--- src/rtl/fle_ccff_pkg.sv ---
// Shared types and constants for the fle configuration-chain loader.
// The readback-verify feature is enabled by defining FLE_CCFF_VERIFY_EN.
package fle_ccff_pkg;

  typedef enum logic [1:0] {
    ST_IDLE   = 2'd0,
    ST_LOAD   = 2'd1,
    ST_VERIFY = 2'd2,
    ST_DONE   = 2'd3
  } ccff_state_e;

  localparam logic [7:0] CRC8_POLY     = 8'h07;
  localparam int         DEF_CHAIN_LEN = 20;
  localparam int         DEF_WORD_W    = 8;

  // One serial CRC-8 step: shift left, fold in the polynomial on feedback.
  function automatic logic [7:0] crc8_step(input logic [7:0] crc, input logic bit_in);
    logic fb;
    fb = crc[7] ^ bit_in;
    return {crc[6:0], 1'b0} ^ (fb ? CRC8_POLY : 8'h00);
  endfunction

endpackage

--- src/rtl/fle_ccff_crc8.sv ---
// Serial CRC-8 accumulator (poly 0x07, init 0x00) with clear and enable.
// crc_nxt exposes the value after absorbing bit_in this cycle.
module fle_ccff_crc8
  import fle_ccff_pkg::*;
(
  input  logic       prog_clk,
  input  logic       pReset,
  input  logic       clear,
  input  logic       en,
  input  logic       bit_in,
  output logic [7:0] crc,
  output logic [7:0] crc_nxt
);

  logic [7:0] crc_r;

  assign crc_nxt = crc8_step(crc_r, bit_in);
  assign crc     = crc_r;

  // Accumulate one bit per enabled cycle; clear wins over enable.
  always_ff @(posedge prog_clk) begin
    if (pReset) begin
      crc_r <= 8'h00;
    end else if (clear) begin
      crc_r <= 8'h00;
    end else if (en) begin
      crc_r <= crc_nxt;
    end else begin
      crc_r <= crc_r;
    end
  end

endmodule

--- src/rtl/fle_ccff_loader.sv ---
// Configuration-chain loader for an fle tile (or daisy chain of tiles).
// Takes words over valid/ready, shifts them LSB first into ccff_head one
// bit per prog_clk, and pulses done when CHAIN_LEN bits are in place.
// Define FLE_CCFF_VERIFY_EN to add a recirculating readback with CRC-8 compare.
module fle_ccff_loader
  import fle_ccff_pkg::*;
#(
  parameter int CHAIN_LEN = DEF_CHAIN_LEN,
  parameter int WORD_W    = DEF_WORD_W
) (
  input  logic              prog_clk,
  input  logic              pReset,
  input  logic              start,
  input  logic              abort,
  input  logic [WORD_W-1:0] cfg_data,
  input  logic              cfg_valid,
  output logic              cfg_ready,
  input  logic              ccff_tail,
  output logic              ccff_head,
  output logic              ccff_shift_en,
  output logic              config_enable,
  output logic              busy,
  output logic              done,
  output logic              verify_err
);

  localparam int CNT_W = $clog2(CHAIN_LEN + 1);
  localparam int IDX_W = (WORD_W > 1) ? $clog2(WORD_W) : 1;
  localparam logic [CNT_W-1:0] LAST_CNT = CNT_W'(CHAIN_LEN - 1);
  localparam logic [CNT_W-1:0] FULL_CNT = CNT_W'(CHAIN_LEN);
  localparam logic [IDX_W-1:0] LAST_IDX = IDX_W'(WORD_W - 1);

  ccff_state_e       state_r;
  logic [WORD_W-1:0] buf_r;
  logic              buf_valid_r;
  logic [IDX_W-1:0]  widx_r;
  logic [CNT_W-1:0]  bit_cnt_r;
  logic              head_r;
  logic              shift_en_r;
  logic              cfg_en_r;
  logic              busy_r;
  logic              done_r;
  logic              verr_r;

  logic              room_s;
  logic              ready_s;
  logic              take_s;
  logic              issue_s;
  logic              issue_bit_s;

  // Handshake and next-bit selection; an empty buffer forwards cfg_data[0]
  // directly so the first bit of a freshly accepted word is not delayed.
  always_comb begin
    room_s      = (bit_cnt_r < FULL_CNT);
    ready_s     = 1'b0;
    issue_bit_s = 1'b0;
    if (state_r == ST_LOAD) begin
      if (!buf_valid_r) begin
        ready_s = room_s;
      end else if ((widx_r == LAST_IDX) && (bit_cnt_r < LAST_CNT)) begin
        ready_s = 1'b1;
      end else begin
        ready_s = 1'b0;
      end
    end else begin
      ready_s = 1'b0;
    end
    take_s  = ready_s & cfg_valid;
    issue_s = (state_r == ST_LOAD) && room_s && (buf_valid_r || take_s);
    if (buf_valid_r) begin
      issue_bit_s = buf_r[widx_r];
    end else begin
      issue_bit_s = cfg_data[0];
    end
  end

  assign cfg_ready     = ready_s;
  assign ccff_shift_en = shift_en_r;
  assign config_enable = cfg_en_r;
  assign busy          = busy_r;
  assign done          = done_r;
  assign verify_err    = verr_r;

`ifdef FLE_CCFF_VERIFY_EN
  logic       crc_clear_s;
  logic [7:0] crc_load_s;
  logic [7:0] crc_load_nxt_s;
  logic [7:0] crc_tail_s;
  logic [7:0] crc_tail_nxt_s;

  assign crc_clear_s = (state_r == ST_IDLE) && start && !abort;
  // During readback the chain recirculates through the loader.
  assign ccff_head   = (state_r == ST_VERIFY) ? ccff_tail : head_r;

  fle_ccff_crc8 u_crc_load (
    .prog_clk (prog_clk),
    .pReset   (pReset),
    .clear    (crc_clear_s),
    .en       (issue_s),
    .bit_in   (issue_bit_s),
    .crc      (crc_load_s),
    .crc_nxt  (crc_load_nxt_s)
  );

  fle_ccff_crc8 u_crc_tail (
    .prog_clk (prog_clk),
    .pReset   (pReset),
    .clear    (crc_clear_s),
    .en       (state_r == ST_VERIFY),
    .bit_in   (ccff_tail),
    .crc      (crc_tail_s),
    .crc_nxt  (crc_tail_nxt_s)
  );

  logic [7:0] unused_crc_s;
  assign unused_crc_s = crc_load_nxt_s ^ crc_tail_s;
`else
  logic unused_tail_s;
  assign unused_tail_s = ccff_tail;
  assign ccff_head     = head_r;
`endif

  // Loader FSM, word buffer and all registered chain-side outputs.
  always_ff @(posedge prog_clk) begin
    if (pReset) begin
      state_r     <= ST_IDLE;
      buf_r       <= '0;
      buf_valid_r <= 1'b0;
      widx_r      <= '0;
      bit_cnt_r   <= '0;
      head_r      <= 1'b0;
      shift_en_r  <= 1'b0;
      cfg_en_r    <= 1'b0;
      busy_r      <= 1'b0;
      done_r      <= 1'b0;
      verr_r      <= 1'b0;
    end else if (abort) begin
      state_r     <= ST_IDLE;
      buf_valid_r <= 1'b0;
      widx_r      <= '0;
      bit_cnt_r   <= '0;
      head_r      <= 1'b0;
      shift_en_r  <= 1'b0;
      cfg_en_r    <= 1'b0;
      busy_r      <= 1'b0;
      done_r      <= 1'b0;
      verr_r      <= 1'b0;
    end else begin
      done_r <= 1'b0;
      verr_r <= 1'b0;
      case (state_r)
        ST_IDLE: begin
          if (start) begin
            state_r     <= ST_LOAD;
            cfg_en_r    <= 1'b1;
            busy_r      <= 1'b1;
            bit_cnt_r   <= '0;
            buf_valid_r <= 1'b0;
            widx_r      <= '0;
          end
        end
        ST_LOAD: begin
          if (!room_s) begin
            // Last chain bit is on the wire now; drop any leftover word bits.
            buf_valid_r <= 1'b0;
            widx_r      <= '0;
`ifdef FLE_CCFF_VERIFY_EN
            state_r     <= ST_VERIFY;
            shift_en_r  <= 1'b1;
            bit_cnt_r   <= '0;
`else
            state_r     <= ST_DONE;
            shift_en_r  <= 1'b0;
            cfg_en_r    <= 1'b0;
            done_r      <= 1'b1;
`endif
          end else if (issue_s) begin
            head_r     <= issue_bit_s;
            shift_en_r <= 1'b1;
            bit_cnt_r  <= bit_cnt_r + CNT_W'(1);
            if (buf_valid_r) begin
              if (widx_r == LAST_IDX) begin
                widx_r <= '0;
                if (take_s) begin
                  buf_r <= cfg_data;
                end else begin
                  buf_valid_r <= 1'b0;
                end
              end else begin
                widx_r <= widx_r + IDX_W'(1);
              end
            end else begin
              buf_r <= cfg_data;
              if (WORD_W > 1) begin
                widx_r      <= IDX_W'(1);
                buf_valid_r <= 1'b1;
              end else begin
                widx_r      <= '0;
                buf_valid_r <= 1'b0;
              end
            end
          end else begin
            // Host stall: chain is left untouched, head holds.
            shift_en_r <= 1'b0;
          end
        end
        ST_VERIFY: begin
`ifdef FLE_CCFF_VERIFY_EN
          bit_cnt_r <= bit_cnt_r + CNT_W'(1);
          if (bit_cnt_r == LAST_CNT) begin
            state_r    <= ST_DONE;
            shift_en_r <= 1'b0;
            cfg_en_r   <= 1'b0;
            done_r     <= 1'b1;
            verr_r     <= (crc_tail_nxt_s != crc_load_s);
          end
`else
          state_r    <= ST_IDLE;
          shift_en_r <= 1'b0;
          cfg_en_r   <= 1'b0;
          busy_r     <= 1'b0;
`endif
        end
        ST_DONE: begin
          state_r <= ST_IDLE;
          busy_r  <= 1'b0;
        end
        default: begin
          state_r    <= ST_IDLE;
          shift_en_r <= 1'b0;
          cfg_en_r   <= 1'b0;
          busy_r     <= 1'b0;
        end
      endcase
    end
  end

endmodule

--- config.mk ---
export PLATFORM = sky130hd
export DESIGN_NAME = fle_ccff_loader
export DESIGN_NICKNAME = d
export VERILOG_FILES = /design/src/rtl/fle_ccff_pkg.sv /design/src/rtl/fle_ccff_crc8.sv /design/src/rtl/fle_ccff_loader.sv
export SDC_FILE = /design/constraint.sdc
export NUM_CORES = 1
export LEC_CHECK = 0
export CORE_UTILIZATION = 58
export CTS_CLUSTER_SIZE = 16
export DETAILED_ROUTE_END_ITERATION = 8
export DONT_BUFFER_PORTS = 1
export GPL_ROUTABILITY_DRIVEN = 0
export GPL_TIMING_DRIVEN = 0
export PLACE_DENSITY = 0.72
export SLEW_MARGIN = 20
export SYNTH_ARGS = -nofsm -noshare
export SYNTH_HDL_FRONTEND = slang
export SYNTH_SLANG_ARGS = --single-unit
--- constraint.sdc ---
create_clock -name prog_clk -period 1.8 [get_ports prog_clk]
set_input_delay 0.36 -clock prog_clk [delete_from_list [all_inputs] [get_ports prog_clk]]
set_output_delay 0.36 -clock prog_clk [all_outputs]
set_load 0.02 [all_outputs]
==> out/metrics.yaml <==
dp.cells: 173
instances_no_fill: 181
drive_above_1_share_pct: 17.53
core_area_sq_mm: 0.002042
layout_setup_ws_ns: 0.09136
startpoint_type: "register"
synth_edf_count: 0
post_dp_cell_area_sq_mm: 0.001343
cts_buffers: 3
fin_nets: 177
avgSynthCellArea_sq_um: 8.964
worstPathArrival_ns: 1.35
reg2reg_setup_slack_ns: 0.10
async_reset_ff_share_pct: 0
root_buffer: "clkbuf_4"
crit_path_end_kind: "output port"
antenna_found_initial: 0
dp_hpwl_mm: 1.944
cap_violations: 0
path_class: "register to output port"
status: "finished, final reports clean"
htree_levels: 1
ctsLongestPathBuffers: 2
hold-path-cell-count: 2
pre_cts_slack_ns: -0.06635
grt_max_degree: 14
grt_usage_pct: 24.25
critPathRequiredTime_ns: 1.44
final_area_sq_mm: 0.001459
grt_pass1_vias: 1056
synthesis.nets: 168
n_antenna_cell: 0
post-route-min-period_ns: 1.709
setup_viol: 0
path_max_fanout: 10
clk_pin_slew_worst_paths_ns: 0.13
drc: 0
dieArea_sq_mm: 0.002450
finClkSkew_ns: 0.001207
fin_setup_tns_ns: 0
p_per_area_mw_per_mm2: 664.2
grt_pass1_wl_mm: 4.540
hp-start: "cfg_data[6]"
hold_violations: 0
peakVddDrop_uv: 531.5
cts_sinks: 24
worstHoldEndpoint: "buf_r[6]$_SDFFE_PP0P_"
fin_crit_sh_pct: 94.92
total_power_w: 0.0009691
start_util_pct: 64.09
synth_cell_type_count: 39
finalWirelength_mm: 2.611
synth.cell_area_sq_mm: 0.001309
die_h_um: 49.50
port_buffers: 0
timing.rr.start: "state_r[0]$_SDFFE_PP0P_"
max_freq_mhz: 585.3
syn-instance-count: 146
reg2reg_depth: 6
clk_latency_ns: 0.32
hp-class: "primary input to register"
cts_tree: "done"
rsz0062_at_grt: "no"
synth_area_leader_cell: "dfxtp_1"
ios: 21
drt-wirelength-per-cell_um: 14.43
slew_viol_final: 0
drt_iter0_markers: 19
die_x_um: 49.50
syn2layout_area_growth_pct: 11.47
synth.area.top_cells: "dfxtp_1, mux2i_1, nand2b_1"
synth_top_area_share_pct: 36.71
dr.pass1.iters: 4
drtAntennaViolNets: 0
yosys_warnings: 0
vias: 1072
globalRouteOverflowTotal: 0
avgViaCountPerCell: 5.923
ys_ff_latch: 24
yosysSeqAreaShare_pct: 36.71
postCtsHoldBufs: 0
r2r_end: "bit_cnt_r[3]$_SDFFE_PP0P_"
p_leak_nw: 0.5174
core.rowCount: 16
synth_ff_type: "dfxtp_1"
## Yosys cell counts (all sizes together), types with 2 or more instances
cell / count
mux2: 2
inv: 4
buf: 4
nor2b: 2
dfxtp: 24
and2: 2
nand4: 4
nand3: 4
o21ai: 8
a21oi: 11
nor3: 5
nor2: 7
nand3b: 3
clkbuf: 2
nand2b: 17
nand2: 7
or2: 2
or4: 4
ha: 8
mux2i: 12
## worst max-delay path: stages (launching register included)
cell and delay, ns:
dfxtp_2 0.36, inv_2 0.07, ha_2 0.19, buf_6 0.14
nand2_2 0.09, nor2_4 0.19
## stage by stage
stage	hold WS (ns)	util, %
after floorplan	0.4452	-
after global placement	0.4584	65.75
after detailed placement	0.4614	65.75
after CTS	0.1699	69.42
after global routing	0.1546	71.45
final	0.1755	71.45
## power breakdown
group | leakage, nW | internal (W) | switching (W) | total (W)
registers | 0.196 | 0.000540 | 0.0000122 | 0.000552
logic | 0.300 | 0.0000595 | 0.0000714 | 0.000131
clock network | 0.0210 | 0.000124 | 0.000163 | 0.000286
## logic make-up (layout without fill, tap and decap cells)
family | after synthesis | after routing | share of synthesized area (%)
muxes | 14 | 14 | 10.90
AOI/OAI and AO/OA | 28 | 28 | 13.29
and+or+nand+nor | 60 | 60 | 26.39
other | 1 | 1 | 0.2865
adders and majority gates | 8 | 8 | 7.648
buffers and inverters | 10 | 18 | 4.110
DFF | 24 | 24 | 36.71
xor gates and xnor gates | 1 | 1 | 0.6693
## timing repair
action	4_1_cts	5_1_grt
resized for setup	10	8
setup endpoints to repair	9	10
hold endpoints to repair	0	0
pin swaps	2	2
gates cloned	0	0
setup buffers	2	2
## how the worst max path moves through the flow
stage                                        from                        end
final                     state_r[1]$_SDFFE_PP0P_                  cfg_ready
after global routing      state_r[0]$_SDFFE_PP0P_  bit_cnt_r[3]$_SDFFE_PP0P_
after CTS                  widx_r[0]$_SDFFE_PP0P_                  cfg_ready
after detailed placement   widx_r[0]$_SDFFE_PP0P_      buf_r[2]$_SDFFE_PP0P_
after global placement     widx_r[0]$_SDFFE_PP0P_      buf_r[6]$_SDFFE_PP0P_
after floorplan            widx_r[0]$_SDFFE_PP0P_      buf_r[0]$_SDFFE_PP0P_
## layout make-up
class	instances	area (sq um)
tap	27	33.78
timing repair buffer	4	30.03
inverter	4	15.01
buffer	6	45.04
fill	176	583.1
sequential	24	490.5
multi-input combinational	112	808.3
clock buffer	4	36.28
## cell usage in the layout (no fill, tap or decap), types with 2 or more instances in the layout
cell / n
clkbuf_1: 2
dfxtp_1: 20
o21ai_0: 7
dfxtp_2: 2
clkbuf_4: 3
nand2b_1: 17
mux2_2: 2
nand2_1: 6
mux2i_1: 12
inv_1: 3
a21oi_1: 11
dfxtp_4: 2
nand3_1: 4
buf_4: 6
nor3_1: 5
or4_1: 4
nand3b_1: 3
nand4_1: 4
ha_1: 6
ha_2: 2
nor2_1: 6
nor2b_1: 2
buf_6: 2
## routing by layer
| metal | track usage [%] | vias to the layer above | wire length (um) |
|---|---|---|---|
| li1 | - | 538 | - |
| met1 | 27.71 | 504 | 1086 |
| met2 | 43.61 | 28 | 1364 |
| met3 | 7.716 | 2 | 146 |
| met4 | 5.714 | 0 | 13 |
| met5 | 0 | - | 0 |
## registers in the layout, indices dropped and copies added, names as in the netlist
register / flops
bit_cnt_r: 5
ccff_head: 1
buf_r: 8
done: 1
buf_valid_r: 1
config_enable: 1
ccff_shift_en: 1
busy: 1
state_r: 2
widx_r: 3
Power figures use the tool's default switching activity.
